### src/rtl/fpcvt_pkg.sv
// Shared state encodings and rounding-mode constants for the
// integer-to-float converter.
package fpcvt_pkg;

    typedef enum logic [1:0] {
        ST_IDLE = 2'd0,
        ST_NORM = 2'd1,
        ST_RND  = 2'd2,
        ST_OUT  = 2'd3
    } state_e;

    typedef enum logic {
        RND_TRUNC   = 1'b0,
        RND_HALF_UP = 1'b1
    } rnd_mode_e;

endpackage

### src/rtl/fp_round.sv
// Combinational round-half-up stage: increments the significand on a set
// guard bit, carrying into the exponent or saturating at the top of range.
module fp_round
    import fpcvt_pkg::*;
#(
    parameter int unsigned EW = 3,
    parameter int unsigned MW = 5
) (
    input  logic [MW-1:0] i_f,
    input  logic [EW-1:0] i_e,
    input  logic          i_guard,
    input  rnd_mode_e     i_mode,
    output logic [MW-1:0] o_f,
    output logic [EW-1:0] o_e,
    output logic          o_ovf
);

    localparam logic [MW-1:0] F_CARRY = MW'(1) << (MW - 1);

    always_comb begin
        o_f   = i_f;
        o_e   = i_e;
        o_ovf = 1'b0;
        if (i_mode == RND_HALF_UP && i_guard) begin
            if (i_f != '1) begin
                o_f = i_f + 1'b1;
            end else if (i_e != '1) begin
                // Significand wraps to 1.00..0 with one more power of two.
                o_f = F_CARRY;
                o_e = i_e + 1'b1;
            end else begin
                o_ovf = 1'b1;
            end
        end
    end

endmodule

### src/rtl/fp_convert_seq.sv
// Sequential two's-complement to sign/exponent/significand converter:
// one normalising shift per cycle, then an optional rounding step.
module fp_convert_seq
    import fpcvt_pkg::*;
#(
    parameter int unsigned DW = 13,
    parameter int unsigned EW = 3,
    parameter int unsigned MW = 5
) (
    input  logic          clk,
    input  logic          rst_n,
    input  logic          in_valid,
    output logic          in_ready,
    input  logic [DW-1:0] in_data,
    input  logic          in_rnd,
    output logic          out_valid,
    input  logic          out_ready,
    output logic          out_s,
    output logic [EW-1:0] out_e,
    output logic [MW-1:0] out_f,
    output logic          out_ovf
);

    localparam int unsigned MAGW = DW - 1;
    localparam int unsigned GB   = DW - 2 - MW;

    if (DW != MW + (1 << EW)) begin : g_param_check
        $error("fp_convert_seq: DW must equal MW + 2**EW");
    end

    state_e          r_state;
    logic            r_s;
    rnd_mode_e       r_mode;
    logic [MAGW-1:0] r_mag;
    logic [EW-1:0]   r_e;
    logic            r_in_ready;
    logic            r_out_valid;
    logic            r_out_s;
    logic [EW-1:0]   r_out_e;
    logic [MW-1:0]   r_out_f;
    logic            r_out_ovf;

    logic [MAGW-1:0] w_abs;
    logic [MW-1:0]   w_rnd_f;
    logic [EW-1:0]   w_rnd_e;
    logic            w_rnd_ovf;

    // The most negative input has no positive counterpart; clamp to all ones.
    always_comb begin
        w_abs = in_data[MAGW-1:0];
        if (in_data[DW-1]) begin
            if (in_data[MAGW-1:0] == '0) begin
                w_abs = '1;
            end else begin
                w_abs = ~in_data[MAGW-1:0] + 1'b1;
            end
        end
    end

    fp_round #(
        .EW (EW),
        .MW (MW)
    ) u_round (
        .i_f     (r_mag[MAGW-1 -: MW]),
        .i_e     (r_e),
        .i_guard (r_mag[GB]),
        .i_mode  (r_mode),
        .o_f     (w_rnd_f),
        .o_e     (w_rnd_e),
        .o_ovf   (w_rnd_ovf)
    );

    always_ff @(posedge clk or negedge rst_n) begin
        if (!rst_n) begin
            r_state     <= ST_IDLE;
            r_s         <= 1'b0;
            r_mode      <= RND_TRUNC;
            r_mag       <= '0;
            r_e         <= '0;
            r_in_ready  <= 1'b1;
            r_out_valid <= 1'b0;
            r_out_s     <= 1'b0;
            r_out_e     <= '0;
            r_out_f     <= '0;
            r_out_ovf   <= 1'b0;
        end else begin
            case (r_state)
                ST_IDLE: begin
                    if (in_valid) begin
                        r_s        <= in_data[DW-1];
                        r_mode     <= rnd_mode_e'(in_rnd);
                        r_mag      <= w_abs;
                        r_e        <= '1;
                        r_in_ready <= 1'b0;
                        r_state    <= ST_NORM;
                    end
                end
                ST_NORM: begin
                    if (r_e == '0 || r_mag[MAGW-1]) begin
                        r_state <= ST_RND;
                    end else begin
                        r_mag <= {r_mag[MAGW-2:0], 1'b0};
                        r_e   <= r_e - 1'b1;
                    end
                end
                ST_RND: begin
                    r_out_s     <= r_s;
                    r_out_e     <= w_rnd_e;
                    r_out_f     <= w_rnd_f;
                    r_out_ovf   <= w_rnd_ovf;
                    r_out_valid <= 1'b1;
                    r_state     <= ST_OUT;
                end
                ST_OUT: begin
                    // Handshake cycle only returns to IDLE; acceptance starts next cycle.
                    if (out_ready) begin
                        r_out_valid <= 1'b0;
                        r_in_ready  <= 1'b1;
                        r_state     <= ST_IDLE;
                    end
                end
                default: begin
                    r_state <= ST_IDLE;
                end
            endcase
        end
    end

    assign in_ready  = r_in_ready;
    assign out_valid = r_out_valid;
    assign out_s     = r_out_s;
    assign out_e     = r_out_e;
    assign out_f     = r_out_f;
    assign out_ovf   = r_out_ovf;

endmodule

### config.mk
export PLATFORM = sky130hd
export DESIGN_NAME = fp_convert_seq
export DESIGN_NICKNAME = d
export VERILOG_FILES = /design/src/rtl/fpcvt_pkg.sv /design/src/rtl/fp_round.sv /design/src/rtl/fp_convert_seq.sv
export SDC_FILE = /design/constraint.sdc
export NUM_CORES = 1
export LEC_CHECK = 0
export ABC_AREA = 0
export CAP_MARGIN = 20
export CORE_MARGIN = 10
export CORE_UTILIZATION = 57
export DETAILED_ROUTE_END_ITERATION = 10
export GPL_TIMING_DRIVEN = 0
export PLACE_DENSITY = 0.9
export SYNTH_ARGS = -nofsm -noshare
export SYNTH_HDL_FRONTEND = slang
export SYNTH_SLANG_ARGS = --single-unit
### constraint.sdc
create_clock -name clk -period 3.1 [get_ports clk]
set_input_delay 0.62 -clock clk [delete_from_list [all_inputs] [get_ports clk]]
set_output_delay 0.62 -clock clk [all_outputs]
set_load 0.03 [all_outputs]
# ---- Word level (Yosys, flattened, before mapping)
# Cells that the tools add are included.
dict set report word_totals {
  out_inout_bits 12
  wordCells 64
  in_bits 18
  register_bits 31
}
dict set report classes {
  mux 26
  n_reduce_logical 13
  bitwise_logic 1
  eq_ne 9
  n_addsub 4
}
# operator count
set op_table {}
lappend op_table {{two-way mux 12 bit} 4}
lappend op_table {{case mux 12 bit (2 select lines)} 1}
lappend op_table {{two-way mux 3 bit} 5}
lappend op_table {{two-way mux 5 bit} 3}
lappend op_table {{adder 12 x 1 -> 12 bit, second input constant} 1}
lappend op_table {{zero test 12 bit} 1}
lappend op_table {{NOT 12 bit} 1}
lappend op_table {{AND reduction 3 bit} 3}
lappend op_table {{!= test 2 bit, second input constant} 4}
lappend op_table {{case mux 2 bit (4 select lines)} 1}
lappend op_table {{two-way mux 1 bit} 6}
lappend op_table {{two-way mux 2 bit} 3}
lappend op_table {{case mux 3 bit (2 select lines)} 1}
lappend op_table {{nonzero test 2 bit} 3}
lappend op_table {{adder 5 x 1 -> 5 bit, second input constant} 1}
lappend op_table {{!= test 5 bit, second input constant} 1}
lappend op_table {{equality test 2 bit, second input constant} 2}
lappend op_table {{case mux 1 bit (2 select lines)} 2}
lappend op_table {{AND reduction 2 bit} 2}
lappend op_table {{adder 3 x 1 -> 3 bit, second input constant} 1}
lappend op_table {{zero test 3 bit} 1}
lappend op_table {{!= test 3 bit, second input constant} 1}
lappend op_table {{subtractor 3 x 1 -> 3 bit, second input constant} 1}
lappend op_table {{equality test 2 x 1 -> 1 bit, second input constant} 1}
lappend op_table {{other kinds (3)} 3}

# ---- Depth between registers and ports, before layout
# Gate-level depths: netlist of run 1.
dict set report depth {
  ltp_word 6
  depth_mapped 9
}

# ---- Hierarchy
# From an unflattened synthesis of run 1, not the netlist that was laid out.
dict set report unflattened {
  hier_cells 205
  hier_area_um2 1991.9
}
# mod area_per_inst_um2 seq_area_each_um2 n_inst cells_each
set modules_own_cells {}
lappend modules_own_cells {fp_convert_seq 1765.4 777.0 1 176}
lappend modules_own_cells {fp_round 226.5 0.0 1 29}

# ---- Worst setup path before layout of run 1
# No wires, ideal clock.
dict set report synth_timing {
  kind {input -> register}
  startpoint {input port in_data[1]}
  endpoint {register r_mag[8]}
  path_buffers 1
  setup_slack_ns 0.921
  setup_time_ns 0.128
  stages 7
  arrival_ns 2.051
  path_cell_list {inv_1 ha_1 or3b_2 clkbuf_1 or4b_1 o2111ai_1 a21oi_1}
}
dict set report synth_between {
  elab_chain_len 6
}
# item line
set synth_rtl {}
lappend synth_rtl {{from (decl)} fp_convert_seq.sv:14} ;# input logic [DW-1:0] in_data,
lappend synth_rtl {{NOT 12 bit} fp_convert_seq.sv:55} ;# w_abs = ~in_data[MAGW-1:0] + 1'b1;
lappend synth_rtl {{adder 12 x 1 -> 12 bit} fp_convert_seq.sv:55}
lappend synth_rtl {{two-way mux 12 bit *} fp_convert_seq.sv:52} ;# if (in_data[MAGW-1:0] == '0) begin
lappend synth_rtl {{two-way mux 12 bit *} fp_convert_seq.sv:51} ;# if (in_data[DW-1]) begin
lappend synth_rtl {{two-way mux 12 bit *} fp_convert_seq.sv:89} ;# if (in_valid) begin
lappend synth_rtl {{case mux 12 bit (2 select lines) *} fp_convert_seq.sv:87} ;# case (r_state)
lappend synth_rtl {{to (signal assigned)} fp_convert_seq.sv:92} ;# r_mag <= w_abs;
lappend synth_rtl {{to (signal assigned)} fp_convert_seq.sv:102} ;# r_mag <= {r_mag[MAGW-2:0], 1'b0};
lappend synth_rtl {{to (decl)} fp_convert_seq.sv:34} ;# logic [MAGW-1:0] r_mag;
# Mark *: on every way between the ends. The rest lies on a longest branch, timed or not. The select of a mux whose other input is x is not followed.
# A chain may end at the register's enable or synchronous reset.

# ---- Final worst setup path of run 1
dict set report layout_timing {
  startpoint {input port in_data[0]}
  endpoint {register r_mag[9]}
}
# The elaborated chain is that of the path after synthesis.

==> impl_metrics.csv, run 1 <==
group,metric,value,unit
final_layout,multi_input_area,947.2,um^2
logic_synthesis,synth_edf_count,0,
sta,hold_viol_final,0,
sta,drv_slew,0,
clock_network,worstSkewPairLatency,0.33,ns
sta,slew_headroom,50.80,%
drt,post_drt_via_cell_ratio,5.652,
final_layout,fillers,244,
placement,io_buffers,29,
global_routing,grt_max_degree,19,
critical_path,crit_type,"in2reg",
power,leakagePower,0.9553,nW
power,p_per_area,939.8,nW/um^2
placement,placed_cell_area,2202,um^2
logic_synthesis,yosysTopAreaCell,"dfrtp_1",
clock_network,numCtsBuffers,5,
critical_path,crit_required,3.36,ns
floorplan,dieArea,5875,um^2
global_routing,gr-usage-all-layers,14.02,%
critical_path,cp_cell_sequence,"clkdlybuf4s50_1 > inv_1 > ha_1 > or3b_2 > clkbuf_1 > nor4_4 > or2_1 > buf_6 > o22ai_1 > o21ai_1",
critical_path,crit_fanout,7,
logic_synthesis,ys_ff_latch,31,
drt,via_count,1594,
placement,dpl_worst_slack,0.2382,ns
sta,tightest_slew,0.7357,ns
clock_network,cts_sinks,31,
final_layout,synthToLayoutAreaGrowth,23.05,%
floorplan,die_y,76.65,um
drt,dr.pass1.iters,4,
logic_synthesis,synth_seq_area_share,42.48,%
logic_synthesis,synthCells,200,
final_layout,num_antenna_cells,0,
logic_synthesis,yosysMostFrequentCell,"dfrtp_1",
critical_path,r2r_end,"r_e[0]$_DFFE_PN0P_",
placement,dp_cells,274,
critical_path,rr_worst_depth,9,
logic_synthesis,synth.top_cell.area_share,41.04,%
clock_network,clkTransAtPathRegs,0.09,ns
critical_path,crit_arrival,2.79,ns
clock_network,cts_tree,"yes",
sta,setup_viol,0,
status,status,"finished clean",
floorplan,num_rows,20,
floorplan,die_w,76.65,um
placement,gp_congestion,0.8638,
drt,drt_iter0_markers,69,
worst_hold_path,min_delay_worst_endpoint,"out_f[3]$_DFFE_PN0P_",
critical_path,cp_slowest_stage_delay,0.45,ns
logic_synthesis,synth_area_leaders,"dfrtp_1, ha_1, xnor2_1",
logic_synthesis,syn_area_per_cell,9.146,um^2
worst_hold_path,min-delay-start,"out_f[3]$_DFFE_PN0P_",
final_layout,final_core_util,73.73,%
clock_network,post_cts_resized,0,
global_routing,grt_pass1_wl,6955,um
sta,rsz0062_at_grt,"false",
final_layout,final_cell_area,2251,um^2
logic_synthesis,postSynth.asyncResetShare,100.0,%
final_layout,drive_gt1_share,7.143,%
sta,skew,0.009110,ns
power,power,2.115,mW
clock_network,cts_setup_buffers,0,
critical_path,cp_slowest_cell,"clkdlybuf4s50_1",
clock_network,max-clock-path-buffers,2,
drt,drt_wl_total,4143,um
logic_synthesis,ys_top_cells_by_count,"dfrtp_1, nand2_1, nor2_1",
logic_synthesis,synthesis.area,1829,um^2
placement,hpwl,3248,um
sta,fin_hold_ws,0.4855,ns
logic_synthesis,yosys.cell_types.count,43,
floorplan,start_util,59.92,%
drt,drc,0,
floorplan,core_area,3053,um^2
logic_synthesis,synth_nets,229,
drt,route.antenna.remaining_nets,0,
floorplan,ios,30,
critical_path,cp-start-kind,"input port",
worst_hold_path,hp-class,"reg2reg",
global_routing,grt_overflow,0,
clock_network,htree_levels,2,
final_layout,regArea,777.0,um^2
critical_path,ff2ff_setup_slack,0.65,ns
logic_synthesis,synth_warnings,0,
logic_synthesis,ys.flop_type,"dfrtp_1",
global_routing,grt_pass1_vias,1581,
sta,worst_slack,0.5668,ns
sta,finalCriticalPeriod,2.533,ns
clock_network,cts_root_buffer,"clkbuf_4",
clock_network,holdBufCountCts,0,
critical_path,worst_r2r_startpoint,"r_state[1]$_DFFE_PN0P_",
job,max-cap-violations,0,
final_layout,layout.nets,266,
sta,finalSetupTns,0,ns
sta,period_share,81.71,%
sta,fmax,394.8,MHz
drt,routedWlPerCell,14.69,um
global_routing,antenna_found_initial,0,
worst_hold_path,hold_depth,1,
power,ir_drop,0.4087,mV
critical_path,endpoint_kind,"flop",
final_layout,fin_cells,282,
## flip-flops by register name, indices dropped and copies added (netlist names), 2 cells and up
| register | flops |
|---|---|
| r_e | 3 |
| out_f | 5 |
| r_state | 2 |
| out_e | 3 |
| r_mag | 12 |
## cells in the final DEF (no fill, tap or decap), types with 7 or more instances in the layout
cell,instances
clkbuf_1,8
clkdlybuf4s50_1,29
a21oi_1,13
inv_1,15
o21ai_1,7
ha_1,11
nor2_1,16
nand2_1,17
o21ai_0,13
dfrtp_1,30
o22ai_1,8
xnor2_1,8
## power breakdown
group          total [mW]  switching, mW  internal [mW]
logic                1.14          0.681          0.464
clock network       0.223          0.133         0.0903
registers           0.748          0.149          0.599
total                2.12          0.963           1.15
## worst max-delay path by stage
stage                                 startpoint                     to
after detailed placement              in_data[0]   r_mag[9]$_DFFE_PN0P_
final                                 in_data[0]   r_mag[9]$_DFFE_PN0P_
after global routing      r_state[1]$_DFFE_PN0P_     r_e[0]$_DFFE_PN0P_
after CTS                             in_data[0]   r_mag[9]$_DFFE_PN0P_
after floorplan                       in_data[1]   r_mag[8]$_DFFE_PN0P_
after global placement                in_data[0]  r_mag[11]$_DFFE_PN0P_
## metal layers
metal,GRT usage (%),part of all wire (%)
met5,0,0
met1,16.09,45
met2,23.47,47
met3,4.079,5.3
met4,6.506,2.1
## cell families after synthesis
logic type      share of synthesized area (%)
compound gates                          22.23
xor+xnor                                3.831
fa+ha+maj                               7.524
buf+inv                                 5.745
flops                                   42.48
mux                                     3.009
simple gates                            15.19
## worst max-delay path, delay by kind of cell
kind                       cells  cell delay [ns]
AOI/OAI and AO/OA              2             0.20
buffers and inverters          4             0.86
adders and majority gates      1             0.17
and+or+nand+nor                3             0.93
## final cells by class
cell class              count  area share (%)
flip-flops and latches     31           34.52
well taps                  44           2.446
plain buffers              10           2.168
repair buffers             30           14.12
inverters                  15           2.501
multi-input cells         144           42.08
clock buffers               8           2.168
Note: power is estimated with default switching activity, not from simulation.
==> inputs of run 2 (changes only) <==
--- a/config.mk
+++ b/config.mk
@@ -8,10 +8,10 @@
 export ABC_AREA = 0
 export CAP_MARGIN = 20
 export CORE_MARGIN = 10
-export CORE_UTILIZATION = 57
+export CORE_UTILIZATION = 48
 export DETAILED_ROUTE_END_ITERATION = 10
 export GPL_TIMING_DRIVEN = 0
-export PLACE_DENSITY = 0.9
+export PLACE_DENSITY = 0.82
 export SYNTH_ARGS = -nofsm -noshare
 export SYNTH_HDL_FRONTEND = slang
 export SYNTH_SLANG_ARGS = --single-unit
==> constraint.sdc (replaced) <==
create_clock -name clk -period 2.1 [get_ports clk]
set_input_delay 0.42 -clock clk [delete_from_list [all_inputs] [get_ports clk]]
set_output_delay 0.42 -clock clk [all_outputs]
set_load 0.03 [all_outputs]
==> impl_metrics.csv, run 2 (synthesis gave the netlist of run 1 again) <==
group,metric,value,unit
status,status,"finished clean",
sta,setup_viol,0,
final_layout,top_register,"r_mag",
final_layout,final_common_cell,"dfrtp_1",
drt,route.antenna.remaining_nets,0,
critical_path,cp-startpoint,"in_data[5]",
floorplan,die_w,81.73,um
floorplan,ios,30,
drt,drt_wl_total,4326,um
floorplan,core_area,3661,um^2
final_layout,final_cell_mix,"dfrtp_1, clkdlybuf4s50_1, nand2_1",
placement,dp_cells,278,
power,ir_drop,0.5103,mV
power,p_per_area,1404,nW/um^2
sta,drv_slew,0,
drt,post_drt_via_cell_ratio,5.611,
final_layout,synthToLayoutAreaGrowth,29.62,%
drt,via_count,1616,
clock_network,cts_sinks,31,
floorplan,die_y,81.73,um
floorplan,num_rows,22,
clock_network,worstSkewPairLatency,0.29,ns
global_routing,grt_max_degree,20,
clock_network,numCtsBuffers,5,
final_layout,num_antenna_cells,0,
critical_path,endpoint_kind,"flop",
critical_path,ff2ff_setup_slack,0.10,ns
drt,wl_met2,2114,um
final_layout,drive_gt1_share,15.00,%
final_layout,fillers,307,
critical_path,crit_arrival,2.22,ns
job,max-cap-violations,0,
sta,hold_viol_final,0,
sta,slew_headroom,42.04,%
critical_path,cp-start-kind,"input port",
drt,met3WireLength,206,um
power,leakagePower,1.041,nW
clock_network,cts_root_buffer,"clkbuf_8",
worst_hold_path,min-delay-start,"r_s$_DFFE_PN0P_",
floorplan,start_util,49.97,%
clock_network,htree_levels,2,
global_routing,gr-usage-all-layers,13.58,%
final_layout,fin_cells,288,
drt,routedWlPerCell,15.02,um
sta,fin_hold_ws,0.4795,ns
clock_network,clkTransAtPathRegs,0.06,ns
critical_path,crit_type,"in2reg",
sta,finalCriticalPeriod,2.021,ns
floorplan,dieArea,6680,um^2
sta,period_share,96.24,%
sta,skew,0.004402,ns
drt,drt_iter0_markers,74,
critical_path,worst_r2r_startpoint,"r_state[1]$_DFFE_PN0P_",
drt,dr.pass1.iters,4,
placement,hpwl,3182,um
clock_network,max-clock-path-buffers,2,
sta,tightest_slew,0.8668,ns
global_routing,antenna_found_initial,0,
placement,io_buffers,29,
sta,fmax,494.8,MHz
drt,drc,0,
global_routing,grt_overflow,0,
global_routing,grt_pass1_wl,7107,um
final_layout,largest_reg_flops,12,
final_layout,layout.nets,268,
critical_path,crit_fanout,7,
drt,dr.max_layer_used,"met4",
global_routing,grt_pass1_vias,1572,
critical_path,crit_required,2.30,ns
clock_network,cts_tree,"yes",
placement,gp_congestion,0.8271,
worst_hold_path,hp-class,"reg2reg",
drt,wl_met1,1921,um
## run 2: cell count changes in the layout (fill, tap and decap cells not counted), sizes merged
cell,previous run,this run
clkdlybuf4s50,29,22
dlymetal6s2s,0,5
buf,6,9
clkbuf,13,11
dlygate4sd2,0,2
clkinv,0,1
## run 2: cell type report
cell class	count	area [um^2]	area share (%)
buffer	9	56.30	2.375
clock inverter	1	5.005	0.2111
sequential	31	778.2	32.82
clock buffer	7	76.32	3.219
multi-input combinational	144	1001	42.22
timing repair buffer	33	337.8	14.25
inverter	15	56.30	2.375
tap	48	60.06	2.533
## run 2: timing repair
item | 4_1_cts | 5_1_grt
pin swaps | 3 | 4
hold buffers | 0 | 0
resized for setup | 8 | 22
setup buffers | 1 | 2
setup endpoints to repair | 14 | 13
endpoints found under the hold margin | 0 | 0
## run 2: worst max-delay path, stage by stage
cell	delay [ns]
clkdlybuf4s50_1	0.49
or4_1	0.44
buf_6	0.16
nor4_4	0.22
buf_4	0.16
a2111oi_1	0.05
o31ai_1	0.27
## run 2: routing by layer
metal | track usage (%) | up-vias
li1 | - | 797
met1 | 15.99 | 774
met2 | 21.79 | 40
met3 | 2.838 | 5
met4 | 9.184 | 0
met5 | 0 | -
## run 2: path summary, 6_finish.rpt
| check | to | cells past startpoint |
|---|---|---|
| max | r_mag[1]$_DFFE_PN0P_ | 7 |
| min | r_s$_DFFE_PN0P_ | 2 |
| max reg2reg | r_e[0]$_DFFE_PN0P_ | 9 |
| min reg2reg | r_s$_DFFE_PN0P_ | 2 |
| max in group asynchronous | in_ready$_DFFE_PN1P_ | 2 |
| min in group asynchronous | r_state[0]$_DFFE_PN0P_ | 1 |
## run 2: power breakdown
group | internal, mW | switching, mW
combinational | 0.733 | 1.02
sequential | 0.888 | 0.234
clock | 0.232 | 0.219
total | 1.85 | 1.48
## run 2: through the flow
stage	cell area, um^2	setup TNS [ns]	util [%]	worst slack [ns]	power (mW)
6_report	2371	0	64.76	0.07902	3.329
5_1_grt	2371	-0.01772	64.76	-0.009544	3.606
4_1_cts	2298	0	62.78	0.005366	3.275
3_5_place_dp	2195	-6.078	59.95	-0.5649	2.796
3_3_place_gp	2180	-5.514	59.54	-0.5031	2.731
2_1_floorplan	1829	0	-	0.1209	2.243
==> inputs of run 3 (changes only) <==
--- a/config.mk
+++ b/config.mk
@@ -8,10 +8,11 @@
 export ABC_AREA = 0
 export CAP_MARGIN = 20
 export CORE_MARGIN = 10
-export CORE_UTILIZATION = 48
+export CORE_UTILIZATION = 49
 export DETAILED_ROUTE_END_ITERATION = 10
 export GPL_TIMING_DRIVEN = 0
-export PLACE_DENSITY = 0.82
+export PLACE_DENSITY = 0.76
 export SYNTH_ARGS = -nofsm -noshare
 export SYNTH_HDL_FRONTEND = slang
+export SYNTH_HIERARCHICAL = 1
 export SYNTH_SLANG_ARGS = --single-unit
==> impl_metrics.csv, run 3 <==
group,metric,value,unit
status,status,"finished clean",
power,leakagePower,1.079,nW
critical_path,cp-start-kind,"flop",
clock_network,cts_root_buffer,"clkbuf_8",
floorplan,num_rows,23,
power,p_per_area,1361,nW/um^2
clock_network,cts_tree,"yes",
logic_synthesis,synth_nets,235,
logic_synthesis,ys.flop_type,"dfrtp_1",
global_routing,grt_pass1_wl,8300,um
global_routing,antenna_found_initial,0,
job,max-cap-violations,0,
final_layout,final_cell_mix,"dfrtp_1, clkdlybuf4s50_1, mux2_2, nor2_1",
critical_path,endpoint_kind,"flop",
global_routing,grt_pass1_vias,1705,
global_routing,grt_max_degree,21,
global_routing,gr-usage-all-layers,14.05,%
logic_synthesis,synth_edf_count,0,
logic_synthesis,syn_area_per_cell,9.717,um^2
placement,gp_congestion,0.8150,
logic_synthesis,yosys.cell_types.count,53,
floorplan,dieArea,7016,um^2
floorplan,ios,30,
sta,drv_slew,0,
drt,route.antenna.remaining_nets,0,
critical_path,cp_cell_sequence,"ha_2 > and3_1 > ha_1 > nand3_1 > nand2b_4 > mux2_2 > mux2_2",
placement,placed_cell_area,2360,um^2
floorplan,die_w,83.76,um
clock_network,cts_sinks,31,
final_layout,layout.nets,275,
sta,period_share,96.70,%
clock_network,worstSkewPairLatency,0.29,ns
final_layout,drive_gt1_share,20.73,%
sta,slew_headroom,58.88,%
final_layout,largest_reg_flops,12,
logic_synthesis,yosysTopAreaCell,"dfrtp_1",
final_layout,num_antenna_cells,0,
clock_network,clkTransAtPathRegs,0.07,ns
logic_synthesis,synth_area_leaders,"dfrtp_1, ha_1, mux2_2",
logic_synthesis,synth.top_cell.area_share,37.69,%
sta,worst_slack,0.06922,ns
sta,fmax,492.4,MHz
floorplan,die_y,83.76,um
sta,setup_viol,0,
power,ir_drop,0.7835,mV
drt,drt_iter0_markers,111,
clock_network,numCtsBuffers,5,
sta,finalSetupTns,0,ns
drt,drt_wl_total,4793,um
critical_path,crit_fanout,5,
sta,tightest_slew,0.6148,ns
global_routing,grt_overflow,0,
logic_synthesis,synth_seq_area_share,39.01,%
final_layout,synthToLayoutAreaGrowth,26.88,%
critical_path,crit_required,2.27,ns
drt,dr.pass1.iters,4,
sta,skew,0.007809,ns
final_layout,final_cell_area,2527,um^2
drt,post_drt_via_cell_ratio,5.824,
critical_path,rr_worst_depth,7,
logic_synthesis,synthesis.area,1992,um^2
final_layout,top_register,"r_mag",
logic_synthesis,synthCells,205,
floorplan,start_util,50.16,%
critical_path,cp_slowest_cell,"dfrtp_1",
critical_path,path_buf_inv,0,
placement,io_buffers,29,
critical_path,crit_type,"reg2reg",
critical_path,cp_top_family,"multiplexers",
drt,routedWlPerCell,16.19,um
drt,via_count,1724,
floorplan,core_area,3971,um^2
final_layout,final_common_cell,"dfrtp_1",
critical_path,crit_top_cell,"mux2_2",
final_layout,final_core_util,63.64,%
critical_path,cp.depth,7,
clock_network,max-clock-path-buffers,2,
critical_path,cp_slowest_stage_delay,0.43,ns
worst_hold_path,hp-class,"reg2reg",
drt,drc,0,
critical_path,crit_arrival,2.20,ns
critical_path,ff2ff_setup_slack,0.07,ns
placement,dpl_worst_slack,-0.6367,ns
logic_synthesis,ys_top_cells_by_count,"dfrtp_1, inv_1, mux2_2, nor2_1",
clock_network,htree_levels,2,
logic_synthesis,synth_warnings,6,
sta,finalCriticalPeriod,2.031,ns
sta,hold_viol_final,0,
logic_synthesis,yosysMostFrequentCell,"dfrtp_1",
power,power,3.439,mW
logic_synthesis,postSynth.asyncResetShare,100.0,%
worst_hold_path,hold_depth,2,
logic_synthesis,ys_ff_latch,31,
placement,hpwl,3562,um
## run 3: changes by cell type after synthesis, moves of 5 or more
cell | previous run | this run
mux2_2 | 4 | 13
nor3_1 | 1 | 7
nand2_1 | 17 | 12
o21ai_0 | 13 | 8
xnor2_1 | 8 | 3
## run 3: cell type report
type / instances / area [um^2]
plain buffers: 7 / 40.04
clock buffers: 8 / 80.08
fillers: 330 / 1444
inverters: 13 / 48.80
multi-input cells: 153 / 1191
flip-flops and latches: 31 / 777.0
well taps: 50 / 62.56
repair buffers: 34 / 327.8
## run 3: worst register-to-register path, delay by kind of cell (launching register included)
family | cells | cell delay [ns]
adders and majority gates | 2 | 0.43
DFF | 1 | 0.43
muxes | 2 | 0.58
and+or+nand+nor | 3 | 0.46
## run 3: timing repair
action,CTS,global route
pin swaps,2,1
hold buffers,0,0
buffers inserted,3,1
gates resized for setup,16,12
setup endpoints to repair,14,12
## run 3: kinds of logic after synthesis
family | count (synthesis) | share of synthesized area [%]
adders and majority gates | 12 | 7.537
buffers and inverters | 21 | 4.334
muxes | 15 | 8.354
and+or+nand+nor | 66 | 18.03
AOI/OAI and AO/OA | 55 | 20.54
DFF | 31 | 39.01
xor gates and xnor gates | 5 | 2.199
## run 3: final timing paths
kind | startpoint | to
worst max-delay path | r_mag[8]$_DFFE_PN0P_ | out_e[1]$_DFFE_PN0P_
min in group asynchronous | rst_n | r_mag[10]$_DFFE_PN0P_
worst min register to register | r_mag[3]$_DFFE_PN0P_ | r_mag[3]$_DFFE_PN0P_
worst min-delay path | r_mag[3]$_DFFE_PN0P_ | r_mag[3]$_DFFE_PN0P_
worst max register to register | r_mag[8]$_DFFE_PN0P_ | out_e[1]$_DFFE_PN0P_
max in group asynchronous | rst_n | in_ready$_DFFE_PN1P_
## run 3: stage by stage
stage                     hold WS [ns]  cells
after floorplan                 0.1244    205
after global placement          0.4716    284
after detailed placement        0.4790    285
after CTS                       0.4914    295
after global routing            0.5166    296
final                           0.4861    296
## run 3: report_power, final
group | switching, mW | internal (mW)
Clock | 0.215 | 0.235
Sequential | 0.213 | 0.868
Combinational | 1.06 | 0.850
Total | 1.49 | 1.95
## run 3: layer usage
metal  wire, um  vias to the layer above  GRT usage (%)
met5          0                        -              0
met4         64                        0          5.023
met3        261                        6          4.492
met2       2338                       42          21.95
met1       2128                      838          17.60
li1           -                      838              -
